==> src/rtl/jtpopeye_txt_arb_if.sv <==
// CPU-side bus of the text VRAM arbiter: write/read strobes, read return and flow control.
interface jtpopeye_txt_arb_if;
  logic        cpu_we;
  logic        cpu_rd;
  logic [11:0] cpu_addr;
  logic [7:0]  cpu_din;
  logic [7:0]  cpu_dout;
  logic        cpu_rd_ok;
  logic        cpu_wait;
  logic        fifo_ovf;

  modport master (output cpu_we, cpu_rd, cpu_addr, cpu_din,
                  input  cpu_dout, cpu_rd_ok, cpu_wait, fifo_ovf);
  modport slave  (input  cpu_we, cpu_rd, cpu_addr, cpu_din,
                  output cpu_dout, cpu_rd_ok, cpu_wait, fifo_ovf);
endinterface

==> src/rtl/jtpopeye_txt_arb.sv <==
// Single-port text char/colour VRAM arbiter: video tile fetch first, CPU writes
// drained from a small FIFO in idle slots, CPU reads held until the FIFO is empty.
module jtpopeye_txt_arb #(
  parameter int       FAW        = 2,
  parameter bit [2:0] SCAN_PHASE = 3'd4
)(
  input  logic              clk,
  input  logic              rst,
  input  logic              pxl_cen,
  input  logic [7:0]        H,
  input  logic [7:0]        V,
  jtpopeye_txt_arb_if.slave cpu,
  output logic [9:0]        ram_addr,
  output logic [7:0]        ram_din,
  output logic              ram_we_chr,
  output logic              ram_we_col,
  input  logic [7:0]        ram_q_chr,
  input  logic [3:0]        ram_q_col,
  output logic [7:0]        scan_chr,
  output logic [3:0]        scan_col,
  output logic              scan_vld
);

  localparam int           DEPTH    = 1 << FAW;
  localparam logic [FAW:0] CNT_FULL = {1'b1, {FAW{1'b0}}};

  // IDLE dispatch | SCAN_RD/SCAN_CAP tile fetch | WR FIFO drain | RD/RD_CAP CPU read
  typedef enum logic [2:0] {IDLE, SCAN_RD, SCAN_CAP, WR, RD, RD_CAP} state_t;
  state_t st;

  // FIFO entry layout: {colour select, cell[9:0], data[7:0]}
  logic [18:0]    fifo_mem [DEPTH];
  logic [FAW-1:0] wr_ptr, rd_ptr;
  logic [FAW:0]   cnt, cnt_nxt;
  logic [18:0]    head;
  logic           full, push, push_drop, pop;

  logic [9:0]  scan_a, scan_a_new;
  logic        scan_pend, scan_now;
  logic [10:0] rd_a;
  logic        rd_pend, rd_set, rd_clr, rd_pend_nxt, rd_unmapped;
  logic        go_scan, go_wr, go_rd;
  logic        unused_v;

  assign unused_v = ^V[2:0];

  always_comb begin
    full        = cnt == CNT_FULL;
    head        = fifo_mem[rd_ptr];
    scan_now    = pxl_cen && H[2:0] == SCAN_PHASE;
    scan_a_new  = {V[7:3], H[7:3] + 5'd1};
    go_scan     = st == IDLE && (scan_now || scan_pend);
    go_wr       = st == IDLE && !go_scan && cnt != '0;
    go_rd       = st == IDLE && !go_scan && cnt == '0 && rd_pend;
    push        = cpu.cpu_we && !cpu.cpu_addr[11] && !full;
    push_drop   = cpu.cpu_we && !cpu.cpu_addr[11] &&  full;
    pop         = go_wr;
    cnt_nxt     = cnt + {{FAW{1'b0}}, push} - {{FAW{1'b0}}, pop};
    rd_set      = cpu.cpu_rd && !rd_pend && !cpu.cpu_addr[11];
    rd_unmapped = cpu.cpu_rd && !rd_pend &&  cpu.cpu_addr[11];
    rd_clr      = st == RD_CAP;
    rd_pend_nxt = (rd_pend && !rd_clr) || rd_set;
  end

  always_ff @(posedge clk) begin
    if (push) fifo_mem[wr_ptr] <= {cpu.cpu_addr[10:0], cpu.cpu_din};
  end

  always_ff @(posedge clk) begin
    if (rst) begin
      st            <= IDLE;
      wr_ptr        <= '0;
      rd_ptr        <= '0;
      cnt           <= '0;
      scan_pend     <= 1'b0;
      scan_a        <= '0;
      rd_pend       <= 1'b0;
      rd_a          <= '0;
      ram_addr      <= '0;
      ram_din       <= '0;
      ram_we_chr    <= 1'b0;
      ram_we_col    <= 1'b0;
      scan_chr      <= '0;
      scan_col      <= '0;
      scan_vld      <= 1'b0;
      cpu.cpu_dout  <= '0;
      cpu.cpu_rd_ok <= 1'b0;
      cpu.cpu_wait  <= 1'b0;
      cpu.fifo_ovf  <= 1'b0;
    end else begin
      ram_we_chr    <= 1'b0;
      ram_we_col    <= 1'b0;
      scan_vld      <= 1'b0;
      cpu.cpu_rd_ok <= 1'b0;

      if (push) wr_ptr <= wr_ptr + 1'b1;
      if (pop)  rd_ptr <= rd_ptr + 1'b1;
      cnt <= cnt_nxt;
      if (push_drop) cpu.fifo_ovf <= 1'b1;

      if (rd_set) rd_a <= cpu.cpu_addr[10:0];
      rd_pend      <= rd_pend_nxt;
      cpu.cpu_wait <= (cnt_nxt == CNT_FULL) || rd_pend_nxt;

      // Unmapped reads never touch the RAM and answer on the next clock
      if (rd_unmapped) begin
        cpu.cpu_dout  <= 8'hFF;
        cpu.cpu_rd_ok <= 1'b1;
      end

      if (go_scan) begin
        scan_pend <= 1'b0;
      end else if (scan_now) begin
        scan_pend <= 1'b1;
        scan_a    <= scan_a_new;
      end

      case (st)
        IDLE: begin
          if (go_scan) begin
            st       <= SCAN_RD;
            ram_addr <= scan_now ? scan_a_new : scan_a;
          end else if (go_wr) begin
            st         <= WR;
            ram_addr   <= head[17:8];
            ram_din    <= head[7:0];
            ram_we_chr <= !head[18];
            ram_we_col <=  head[18];
          end else if (go_rd) begin
            st       <= RD;
            ram_addr <= rd_a[9:0];
          end
        end
        SCAN_RD:  st <= SCAN_CAP;
        SCAN_CAP: begin
          scan_chr <= ram_q_chr;
          scan_col <= ram_q_col;
          scan_vld <= 1'b1;
          st       <= IDLE;
        end
        WR:       st <= IDLE;
        RD:       st <= RD_CAP;
        RD_CAP: begin
          cpu.cpu_dout  <= rd_a[10] ? {4'h0, ram_q_col} : ram_q_chr;
          cpu.cpu_rd_ok <= 1'b1;
          st            <= IDLE;
        end
        default:  st <= IDLE;
      endcase
    end
  end

endmodule
==> src/flat_wrapper.sv <==
// flat-port wrapper written by rule: the top's interface ports become plain ports
module jtpopeye_txt_arb_flat 
#(
  parameter int       FAW        = 2,
  parameter bit [2:0] SCAN_PHASE = 3'd4
)
  (clk, rst, pxl_cen, H, V, ram_addr, ram_din, ram_we_chr, ram_we_col, ram_q_chr, ram_q_col, scan_chr, scan_col, scan_vld, cpu_cpu_we, cpu_cpu_rd, cpu_cpu_addr, cpu_cpu_din, cpu_cpu_dout, cpu_cpu_rd_ok, cpu_cpu_wait, cpu_fifo_ovf);
  jtpopeye_txt_arb_if cpu_i ();
  input  logic clk;
  input  logic rst;
  input  logic pxl_cen;
  input  logic [7:0] H;
  input  logic [7:0] V;
  output logic [9:0] ram_addr;
  output logic [7:0] ram_din;
  output logic ram_we_chr;
  output logic ram_we_col;
  input  logic [7:0] ram_q_chr;
  input  logic [3:0] ram_q_col;
  output logic [7:0] scan_chr;
  output logic [3:0] scan_col;
  output logic scan_vld;
  input wire logic [$bits(cpu_i.cpu_we)-1:0] cpu_cpu_we;
  input wire logic [$bits(cpu_i.cpu_rd)-1:0] cpu_cpu_rd;
  input wire logic [$bits(cpu_i.cpu_addr)-1:0] cpu_cpu_addr;
  input wire logic [$bits(cpu_i.cpu_din)-1:0] cpu_cpu_din;
  output wire logic [$bits(cpu_i.cpu_dout)-1:0] cpu_cpu_dout;
  output wire logic [$bits(cpu_i.cpu_rd_ok)-1:0] cpu_cpu_rd_ok;
  output wire logic [$bits(cpu_i.cpu_wait)-1:0] cpu_cpu_wait;
  output wire logic [$bits(cpu_i.fifo_ovf)-1:0] cpu_fifo_ovf;
  assign cpu_i.cpu_we = cpu_cpu_we;
  assign cpu_i.cpu_rd = cpu_cpu_rd;
  assign cpu_i.cpu_addr = cpu_cpu_addr;
  assign cpu_i.cpu_din = cpu_cpu_din;
  assign cpu_cpu_dout = cpu_i.cpu_dout;
  assign cpu_cpu_rd_ok = cpu_i.cpu_rd_ok;
  assign cpu_cpu_wait = cpu_i.cpu_wait;
  assign cpu_fifo_ovf = cpu_i.fifo_ovf;
  jtpopeye_txt_arb #(.FAW(FAW), .SCAN_PHASE(SCAN_PHASE)) u_core (.clk(clk), .rst(rst), .pxl_cen(pxl_cen), .H(H), .V(V), .cpu(cpu_i), .ram_addr(ram_addr), .ram_din(ram_din), .ram_we_chr(ram_we_chr), .ram_we_col(ram_we_col), .ram_q_chr(ram_q_chr), .ram_q_col(ram_q_col), .scan_chr(scan_chr), .scan_col(scan_col), .scan_vld(scan_vld));
endmodule
==> config.mk <==
export PLATFORM = sky130hd
export DESIGN_NAME = jtpopeye_txt_arb_flat
export DESIGN_NICKNAME = d
export VERILOG_FILES = /design/src/rtl/jtpopeye_txt_arb_if.sv /design/src/rtl/jtpopeye_txt_arb.sv /design/src/flat_wrapper.sv
export SDC_FILE = /design/constraint.sdc
export NUM_CORES = 1
export LEC_CHECK = 0
export CAP_MARGIN = 25
export CORE_ASPECT_RATIO = 0.9
export CORE_MARGIN = 3
export CORE_UTILIZATION = 40
export DETAILED_ROUTE_END_ITERATION = 10
export PLACE_DENSITY_LB_ADDON = 0.1
export SLEW_MARGIN = 25
export SYNTH_ARGS = -nofsm -noshare
export SYNTH_HDL_FRONTEND = slang
export SYNTH_SLANG_ARGS = --single-unit
==> constraint.sdc <==
create_clock -name clk -period 2.67 [get_ports clk]
set_clock_uncertainty 0.2 [all_clocks]
set_input_delay 0.267 -clock clk [delete_from_list [all_inputs] [get_ports clk]]
set_output_delay 0.267 -clock clk [all_outputs]
set_load 0.01 [all_outputs]
==> reports/qor.yml <==
status:
  outcome: "complete, no violations"
final_layout:
  final_cell_area_um2: 8000
  diodes: 0
  finish.net_count: 634
  area_delta_synth_final_pct: 32.1
  final_common_cell: "clkdlybuf4s50_1"
  layout_common_cells: "clkdlybuf4s50_1, dfxtp_1, edfxtp_1"
  drive_above_1_share_pct: 16.0
  nFillCells: 1266
synthesis:
  ys_ff_latch: 155
  synth_top_area_cell: "edfxtp_1"
  synth.top_cell.area_share_pct: 37.7
  netlist_area_um2: 6060
  synth_area_leaders: "edfxtp_1, dfxtp_1, mux4_2, mux2i_1, nor2_1"
  ys_async_sr_fraction_pct: 0
  ys_warn_count: 0
  ys_seq_area_share_pct: 63.8
  synthesis.nets: 520
  synthCells: 459
  synth_cell_types: 53
  synth_ff_type: "dfxtp_1"
  synth_edf_count: 76
  syn-mean-instance-area_um2: 13.2
pwr:
  power.total_mw: 7.71
  leakage_nw: 2.74
  vdd_drop_max_mv: 0.505
  power_density_nw_per_um2: 964
setup_path:
  critPathKind: "reg -> reg"
  startpoint_type: "flip-flop"
  crit_start: "u_core.cnt[1]"
  r2r_start: "u_core.cnt[1]"
  arrival_ns: 2.71
  end_kind: "flip-flop"
  rr_endpoint: "u_core.cpu.cpu_wait"
  r2r_slack_ns: 0.07
  worst-path-max-fanout: 4
  ff2ff_path_depth: 12
  worstPathRequired_ns: 2.78
die:
  std_cell_rows: 42
  die_h_um: 123
  die_area_um2: 16700
  io_pins: 97
  die_w_um: 136
  start_util_pct: 41.0
  core_area_um2: 14800
detailed_routing:
  wl_per_cell_um: 16.9
  drc_errors: 0
  vias: 3912
  firstDrtPassIters: 4
  totalWireLength_mm: 13.2
  drtIter0Drc: 228
  antenna_left: 0
  via_per_inst: 4.99
clock_network:
  htree_levels: 4
  root_buffer: "clkbuf_16"
  cts_hold_buf: 0
  cts.clk_slew.worst_paths_ns: 0.06
  insertion_delay_ns: 0.42
  cts_tree: "done"
  cts_buffers: 17
  cts_sinks: 155
  cts.path.max_buffers: 2
sta:
  min_period_ns: 2.60
  worst_slack_ns: 0.0712
  tightest_slew_ns: 0.736
  fmax_mhz: 385
  hold_violations: 0
  max-slew-margin-rel_pct: 51.0
  setup_viol: 0
  drv_slew: 0
  finalCritPeriodShare_pct: 97.3
place:
  place_ws_ns: -0.259
  hpwl_mm: 8.96
  port_buffers: 93
  routabilityCongestion: 0.778
  postPlaceCellArea_um2: 7350
global_route:
  grt_usage_pct: 16.6
  antenna_found_initial: 0
  overflow: 0
  grt_max_degree: 33
  grt_pass1_vias: 3999
  grt_pass1_wl_mm: 21.0
hold_path:
  min_to: "u_core.scan_chr[7]"
  min-delay-start: "rst"
  hold_depth: 2
  hold_path.class: "in -> reg"
flow_run:
  max_cap_viol_count: 0
[metal layers]
metal	global-route usage (%)	vias to the layer above	share of wire, %
li1	-	1916	-
met1	21.8	1895	46
met2	26.9	85	48
met3	4.51	16	4.3
met4	5.35	0	1.5
met5	0	-	0
[synthesized netlist by cell type, types with 6 or more instances]
library cell   n
mux4_2        19
a211oi_1      10
edfxtp_1      76
clkbuf_1      10
a21oi_1       28
dfxtp_1       79
nor2_1        48
nor3_1         6
buf_4          6
inv_1         12
o2bb2ai_1      7
mux2i_1       24
ha_1           7
o221ai_1       6
nand2_1       41
[where the power goes]
| part | leakage, nW | internal, mW | switching (mW) | total [mW] |
|---|---|---|---|---|
| registers | 1.34 | 2.81 | 0.182 | 3.00 |
| clock network | 0.283 | 1.51 | 0.923 | 2.43 |
| logic | 1.12 | 1.18 | 1.10 | 2.28 |
[how the worst max path moves through the flow]
stage | to | slack (ns)
2_1_floorplan | u_core.cpu.cpu_wait | 0.006
5_1_grt | u_core.cpu.cpu_wait | -0.006
3_5_place_dp | u_core.cpu.cpu_wait | -0.26
3_3_place_gp | u_core.cpu.cpu_wait | -0.20
6_report | u_core.cpu.cpu_wait | 0.07
4_1_cts | u_core.cpu.cpu_wait | 0.01
[state kept, by name (all words and copies together) (netlist names), named ones only]
name                  flops
u_core.cpu.cpu_dout       8
u_core.scan_vld           1
u_core.rd_ptr             2
u_core.cpu.cpu_wait       1
u_core.ram_din            8
u_core.cnt                3
u_core.st                 3
u_core.rd_pend            1
u_core.cpu.cpu_rd_ok      1
u_core.wr_ptr             2
u_core.scan_col           4
u_core.rd_a              11
u_core.cpu.fifo_ovf       1
u_core.fifo_mem          76
u_core.ram_we_col         1
u_core.scan_a            10
u_core.ram_addr          10
u_core.ram_we_chr         1
u_core.scan_chr           8
u_core.scan_pend          1
[repair_timing]
action | 4_1_cts | 5_1_grt
setup endpoints to repair | 0 | 1
gates resized for setup | 0 | 6
buffers inserted | 0 | 3
[logic make-up after synthesis]
| kind of cell | share of synthesized area [%] |
|---|---|
| simple gates | 10.5 |
| fa+ha+maj | 1.78 |
| flops | 63.8 |
| buf+inv | 3.12 |
| compound gates | 8.91 |
| mux | 11.0 |
| xor+xnor | 0.868 |
[cell type report]
class	instances	area [um2]	share of cell area, %
Timing Repair Buffer	121	1190	14.8
Clock inverter	12	146	1.83
Sequential cell	155	3870	48.3
Multi-Input combinational cell	265	2040	25.6
Tap cell	198	248	3.10
Clock buffer	20	457	5.71
Inverter	13	51.3	0.641
[stage by stage]
stage	TNS (ns)	instances	hold WS, ns	utilization, %
final	0	784	0.0703	54.2
after detailed placement	-0.369	749	0.249	49.8
after CTS	0	781	0.0558	53.9
after floorplan	0	459	0.163	-
after global placement	-0.233	749	0.241	49.8
after global routing	-0.00574	784	0.0871	54.2
[worst max-delay path, cell delays in order (launching register included)]
cell,delay [ns]
dfxtp_4,0.35
or3_4,0.41
nand4_4,0.08
inv_2,0.06
ha_4,0.21
inv_4,0.06
ha_4,0.13
inv_2,0.04
fa_2,0.35
xor2_1,0.19
and2_1,0.17
nor3_2,0.05
a31o_2,0.21
Note: power is estimated with default switching activity, not from simulation.
